`src/rtl/mips_mc_pkg.sv`:
```
// Shared encodings for the multicycle MIPS main controller.
// Opcodes, state codes and datapath mux selects.
package mips_mc_pkg;

  localparam logic [5:0] OP_RTYPE = 6'b000000;
  localparam logic [5:0] OP_LW    = 6'b100011;
  localparam logic [5:0] OP_SW    = 6'b101011;
  localparam logic [5:0] OP_BEQ   = 6'b000100;
  localparam logic [5:0] OP_ADDI  = 6'b001000;
  localparam logic [5:0] OP_J     = 6'b000010;
  localparam logic [5:0] OP_BNE   = 6'b000101;

  typedef enum logic [3:0] {
    S_FETCH    = 4'd0,
    S_DECODE   = 4'd1,
    S_MEMADR   = 4'd2,
    S_MEMREAD  = 4'd3,
    S_MEMWB    = 4'd4,
    S_MEMWRITE = 4'd5,
    S_EXECUTE  = 4'd6,
    S_ALUWB    = 4'd7,
    S_BRANCH   = 4'd8,
    S_ADDIEX   = 4'd9,
    S_ADDIWB   = 4'd10,
    S_JUMP     = 4'd11,
    S_BNE      = 4'd12,
    S_FAULT    = 4'd15
  } state_e;

  localparam logic [1:0] ALUOP_ADD   = 2'b00;
  localparam logic [1:0] ALUOP_SUB   = 2'b01;
  localparam logic [1:0] ALUOP_FUNCT = 2'b10;

  localparam logic [1:0] SRCB_RT     = 2'b00;
  localparam logic [1:0] SRCB_FOUR   = 2'b01;
  localparam logic [1:0] SRCB_IMM    = 2'b10;
  localparam logic [1:0] SRCB_IMMSH  = 2'b11;

  localparam logic [1:0] PCSRC_ALU    = 2'b00;
  localparam logic [1:0] PCSRC_ALUOUT = 2'b01;
  localparam logic [1:0] PCSRC_JUMP   = 2'b10;

  localparam logic [1:0] FC_NONE    = 2'b00;
  localparam logic [1:0] FC_ILLEGAL = 2'b01;
  localparam logic [1:0] FC_TIMEOUT = 2'b10;

  function automatic logic is_mem_state(state_e s);
    return (s == S_FETCH) || (s == S_MEMREAD) ||
           (s == S_MEMWRITE);
  endfunction

endpackage

```
`src/rtl/multicycle_control_fsm_mem_wait_timer.sv`:
```
// Saturating wait counter for outstanding memory requests.
// Flags expiry once the count reaches the configured limit.
module mem_wait_timer #(
  parameter int unsigned TO_W = 4
) (
  input  logic            clk,
  input  logic            rst_n,
  input  logic            clear,
  input  logic            count_en,
  input  logic [TO_W-1:0] limit,
  output logic            expired
);

  logic [TO_W-1:0] count_q;
  logic [TO_W-1:0] count_d;

  always_comb begin
    count_d = count_q;
    if (clear) begin
      count_d = '0;
    end else if (count_en && (count_q != '1)) begin
      count_d = count_q + 1'b1;
    end
  end

  always_ff @(posedge clk or negedge rst_n) begin
    if (!rst_n) begin
      count_q <= '0;
    end else begin
      count_q <= count_d;
    end
  end

  assign expired = (count_q >= limit);

endmodule

```
`src/rtl/multicycle_control_fsm.sv`:
```
// Multicycle MIPS main controller: sequences each instruction
// and drives datapath selects and write enables.
module multicycle_control_fsm
  import mips_mc_pkg::*;
#(
  parameter bit          ENABLE_EXT  = 1'b1,
  parameter int unsigned MEM_TIMEOUT = 15,
  parameter int unsigned TO_W        = 4
) (
  input  logic       Clk,
  input  logic       Reset_n,
  input  logic [5:0] Opcode,
  input  logic       Zero,
  input  logic       MemReady,
  output logic       MemReq,
  output logic       IorD,
  output logic       MemWrite,
  output logic       IRWrite,
  output logic       RegDst,
  output logic       MemtoReg,
  output logic       RegWrite,
  output logic       ALUSrcA,
  output logic [1:0] ALUSrcB,
  output logic [1:0] ALUOp,
  output logic [1:0] PCSrc,
  output logic       PCWrite,
  output logic       Branch,
  output logic       PCEn,
  output logic       Fault,
  output logic [1:0] FaultCode,
  output logic [3:0] State
);

  state_e     state_q, state_d;
  logic [1:0] fault_code_q, fault_code_d;

  logic in_mem;
  logic expired;

  logic mem_req, mem_write, ir_write;
  logic reg_write, pc_write, branch;
  logic branch_ne;

  assign in_mem = is_mem_state(state_q);

  mem_wait_timer #(
    .TO_W(TO_W)
  ) u_timer (
    .clk     (Clk),
    .rst_n   (Reset_n),
    .clear   (!in_mem || MemReady),
    .count_en(in_mem && !MemReady),
    .limit   (TO_W'(MEM_TIMEOUT)),
    .expired (expired)
  );

  // A late MemReady still beats the timeout in the same cycle
  always_comb begin
    state_d      = state_q;
    fault_code_d = fault_code_q;
    unique case (state_q)
      S_FETCH: begin
        if (MemReady) begin
          state_d = S_DECODE;
        end else if (expired) begin
          state_d      = S_FAULT;
          fault_code_d = FC_TIMEOUT;
        end
      end
      S_DECODE: begin
        unique case (1'b1)
          (Opcode == OP_RTYPE):
            state_d = S_EXECUTE;
          (Opcode == OP_LW),
          (Opcode == OP_SW):
            state_d = S_MEMADR;
          (Opcode == OP_BEQ):
            state_d = S_BRANCH;
          (ENABLE_EXT && (Opcode == OP_ADDI)):
            state_d = S_ADDIEX;
          (ENABLE_EXT && (Opcode == OP_J)):
            state_d = S_JUMP;
          (ENABLE_EXT && (Opcode == OP_BNE)):
            state_d = S_BNE;
          default: begin
            state_d      = S_FAULT;
            fault_code_d = FC_ILLEGAL;
          end
        endcase
      end
      S_MEMADR: begin
        state_d = (Opcode == OP_SW) ? S_MEMWRITE
                                    : S_MEMREAD;
      end
      S_MEMREAD: begin
        if (MemReady) begin
          state_d = S_MEMWB;
        end else if (expired) begin
          state_d      = S_FAULT;
          fault_code_d = FC_TIMEOUT;
        end
      end
      S_MEMWRITE: begin
        if (MemReady) begin
          state_d = S_FETCH;
        end else if (expired) begin
          state_d      = S_FAULT;
          fault_code_d = FC_TIMEOUT;
        end
      end
      S_EXECUTE: state_d = S_ALUWB;
      S_ADDIEX:  state_d = S_ADDIWB;
      S_MEMWB,
      S_ALUWB,
      S_ADDIWB,
      S_BRANCH,
      S_BNE,
      S_JUMP:    state_d = S_FETCH;
      S_FAULT:   state_d = S_FAULT;
      default:   state_d = S_FAULT;
    endcase
  end

  always_ff @(posedge Clk or negedge Reset_n) begin
    if (!Reset_n) begin
      state_q      <= S_FETCH;
      fault_code_q <= FC_NONE;
    end else begin
      state_q      <= state_d;
      fault_code_q <= fault_code_d;
    end
  end

  always_comb begin
    mem_req   = 1'b0;
    mem_write = 1'b0;
    ir_write  = 1'b0;
    reg_write = 1'b0;
    pc_write  = 1'b0;
    branch    = 1'b0;
    branch_ne = 1'b0;
    IorD      = 1'b0;
    RegDst    = 1'b0;
    MemtoReg  = 1'b0;
    ALUSrcA   = 1'b0;
    ALUSrcB   = SRCB_RT;
    ALUOp     = ALUOP_ADD;
    PCSrc     = PCSRC_ALU;
    unique case (state_q)
      S_FETCH: begin
        mem_req  = 1'b1;
        ALUSrcB  = SRCB_FOUR;
        ir_write = MemReady;
        pc_write = MemReady;
      end
      S_DECODE: begin
        ALUSrcB = SRCB_IMMSH;
      end
      S_MEMADR,
      S_ADDIEX: begin
        ALUSrcA = 1'b1;
        ALUSrcB = SRCB_IMM;
      end
      S_MEMREAD: begin
        mem_req = 1'b1;
        IorD    = 1'b1;
      end
      S_MEMWB: begin
        MemtoReg  = 1'b1;
        reg_write = 1'b1;
      end
      S_MEMWRITE: begin
        mem_req   = 1'b1;
        IorD      = 1'b1;
        mem_write = MemReady;
      end
      S_EXECUTE: begin
        ALUSrcA = 1'b1;
        ALUOp   = ALUOP_FUNCT;
      end
      S_ALUWB: begin
        RegDst    = 1'b1;
        reg_write = 1'b1;
      end
      S_ADDIWB: begin
        reg_write = 1'b1;
      end
      S_BRANCH,
      S_BNE: begin
        ALUSrcA   = 1'b1;
        ALUOp     = ALUOP_SUB;
        PCSrc     = PCSRC_ALUOUT;
        branch    = 1'b1;
        branch_ne = (state_q == S_BNE);
      end
      S_JUMP: begin
        PCSrc    = PCSRC_JUMP;
        pc_write = 1'b1;
      end
      default: begin
        mem_req = 1'b0;
      end
    endcase
  end

  // Enables are forced low for as long as reset is held
  assign MemReq    = mem_req & Reset_n;
  assign MemWrite  = mem_write & Reset_n;
  assign IRWrite   = ir_write & Reset_n;
  assign RegWrite  = reg_write & Reset_n;
  assign PCWrite   = pc_write & Reset_n;
  assign Branch    = branch & Reset_n;
  assign PCEn      = PCWrite |
                     (Branch & (Zero ^ branch_ne));
  assign Fault     = (state_q == S_FAULT);
  assign FaultCode = fault_code_q;
  assign State     = state_q;

endmodule

```
`config.mk`:
```
export PLATFORM = sky130hd
export DESIGN_NAME = multicycle_control_fsm
export DESIGN_NICKNAME = d
export VERILOG_FILES = /design/src/rtl/mips_mc_pkg.sv /design/src/rtl/multicycle_control_fsm_mem_wait_timer.sv /design/src/rtl/multicycle_control_fsm.sv
export SDC_FILE = /design/constraint.sdc
export NUM_CORES = 1
export LEC_CHECK = 0
export CORE_UTILIZATION = 44
export CTS_CLUSTER_DIAMETER = 120
export DETAILED_ROUTE_END_ITERATION = 8
export PLACE_DENSITY = 0.79
export SETUP_SLACK_MARGIN = 0.05
export SYNTH_ARGS = -nofsm -noshare
export SYNTH_HDL_FRONTEND = slang
export SYNTH_SLANG_ARGS = --single-unit
```
`constraint.sdc`:
```
create_clock -name Clk -period 2.2 [get_ports Clk]
set_input_delay 0.44 -clock Clk [delete_from_list [all_inputs] [get_ports Clk]]
set_output_delay 0.44 -clock Clk [all_outputs]
set_load 0.03 [all_outputs]
```
==> out/qor.yml <==
placement:
  dpl.hpwl_um: 2010
  placed_cells: 185
  gp_congestion: 0.815
  portBuffers: 33
power_and_ir_drop:
  p_per_area_nw_per_um2: 1260
  leakage_uw: 0.000659
  ir_worst_vdd_v: 0.000716
synthesis:
  synthTopCellsByArea: "dfrtp_1, nand2b_1, nor2_1"
  async_flop_share_pct: 100
  avgSynthCellArea_um2: 7.60
  ys.flop_type: "dfrtp_1"
  yosys_warnings: 0
  ys_ff_latch: 10
  syn-instance-count: 121
  synth_top_area_share_pct: 27.2
  syn_nets: 132
  synth_edf_count: 0
  syn_area_um2: 920
  yosysSeqAreaShare_pct: 27.2
  synth_top_area_cell: "dfrtp_1"
  yosysUniqueCellTypes: 39
cells_and_area:
  final_cell_mix: "buf_4, clkdlybuf4s50_1, nor2_1"
  area_growth_pct: 55.2
  antenna_cells: 0
  utilization_pct: 72.8
  drive_gt1_share_pct: 25.6
  finalNetCount: 176
  instances_no_fill: 191
  final_common_cell: "buf_4"
timing:
  worst_pin_slew_ns: 0.467
  finalCriticalPeriod_ns: 2.11
  rsz0062_at_grt: "yes"
  fin_crit_sh_pct: 95.9
  setup_viol_count_final: 0
  relSlewSlack_pct: 68.1
  finClkSkew_ns: 0.00621
  max_freq_mhz: 474
  hold_viol_final: 0
  drv_slew: 0
detailed_routing:
  vias_per_cell: 5.69
  first_pass_iters: 4
  wirelength_um: 2780
  drt_iter0_drc: 25
  wl_per_cell_um: 14.6
  drc: 0
  ant_nets: 0
  dr_total_vias: 1086
setup_path:
  slowest_stage: "clkdlybuf4s50_1"
  criticalPathCategory: "primary input to primary output"
  endpoint_kind: "primary output"
  cp_data_required_time_ns: 1.76
  critical-path-top-delay-family: "buffers and inverters"
  worstPathMaxFanout: 2
  crit_arrival_ns: 1.67
  cp_slowest_stage_delay_ns: 0.49
  r2r_slack_ns: 0.45
  critPathBufInv: 2
  path_cells: "clkdlybuf4s50_1 > nor4b_4 > a31oi_1 > nor3b_2 > a21o_1 > buf_4"
  start_kind: "primary input"
clock_tree:
  cts.path.max_buffers: 2
  root_buffer: "clkbuf_4"
  htreeDepth: 1
  path_clk_slew_ns: 0.06
  cts_sinks: 10
  holdBufCountCts: 0
  cts_tree: "built"
  cts_made_buffers: 3
  clock_latency_ns: 0.27
outcome:
  status: "finished, final reports clean"
floorplan:
  die_h_um: 47.7
  start_util_pct: 46.9
  fp.dieW_um: 47.7
  die_area_um2: 2280
  num_rows: 16
  boundaryPins: 34
  fp.coreArea_um2: 1960
grt:
  grt_pass1_wl_um: 4010
  grt_usage_pct: 25.2
  overflow: 0
  grt_start_max_net_pins: 18
  antenna_found_initial: 0
  grt_pass1_vias: 946
hold_path:
  hp-class: "flip-flop to flip-flop"
run:
  drv_cap: 0
## logic make-up (layout without fill, tap and decap cells)
group | Yosys count | count (layout) | synth area share [%]
fa+ha+maj | 1 | 1 | 1.36
xor+xnor | 5 | 5 | 4.76
mux | 2 | 2 | 2.18
flops | 10 | 10 | 27.2
simple gates | 60 | 60 | 36.7
compound gates | 32 | 32 | 23.3
buf+inv | 11 | 54 | 4.49
## where the power goes
group          internal, µW  total [µW]  switching (µW)
logic                   537        1310             768
clock network           101         170            69.4
registers               237         327            89.6
total                   875        1800             927
## state kept, by name, summed over array words and instances (netlist names)
| name | flops |
|---|---|
| State | 4 |
| FaultCode | 2 |
| u_timer.count_q | 4 |
## metrics by stage
step	hold slack [ns]	TNS (ns)	power, µW	setup slack, ns	cell area, µm²
after CTS	0.511	0	1750	0.0710	1390
final	0.502	0	1800	0.0913	1430
after floorplan	0.144	-0.176	1130	-0.176	947
after global placement	0.474	0	1530	0.0565	1340
after global routing	0.536	-0.0322	1920	-0.0322	1430
after detailed placement	0.485	-0.0467	1560	-0.0467	1340
## cell type report
class                           count  area, µm²
Tap cell                           27       33.8
Multi-Input combinational cell    100        676
Clock buffer                        4       36.3
Fill cell                         163        534
Timing Repair Buffer               48        420
Inverter                            2       7.51
Sequential cell                    10        254
## synth_stat cells, drive strengths merged (2+ instances only)
cell type  instances
a31oi              6
xnor2              3
nand3b             3
nor4b              3
nand2              8
nor3b              4
nand3              4
clkbuf             7
nor2b              3
nand2b             7
dfrtp             10
o211ai             2
xor2               2
and2               2
mux2i              2
nor3               8
a21oi              4
a211oi             2
inv                2
o21ai              8
nor2              11
a2111oi            2
buf                2
## path summary, 6_finish.rpt
kind,start,to,depth (start not counted)
worst min register to register,FaultCode[1],FaultCode[1],1
worst min-delay path,FaultCode[1],FaultCode[1],1
worst max-delay path,MemReady,PCEn,6
max in group asynchronous,Reset_n,State[3],2
min in group asynchronous,Reset_n,State[0],2
worst max register to register,u_timer.count_q[0],State[2],5
## routing by layer
metal	track usage [%]	vias up	routed length [µm]
met5	0	-	0
met4	4.44	0	8
met3	6.79	2	198
met2	45.1	43	1420
met1	30.4	501	1150
li1	-	540	-
## worst register-to-register path, cell delays in order (launching register included)
cell      delay (ns)
dfrtp_1         0.40
ha_1            0.28
nand3_1         0.12
or4_1           0.42
a211oi_1        0.34
a2111o_1        0.15
## what timing repair did
action                     4_1_cts  5_1_grt
resized for setup                6        8
buffers inserted                 2        0
setup endpoints to repair       10        7
Note: power is estimated with default switching activity, not from simulation.
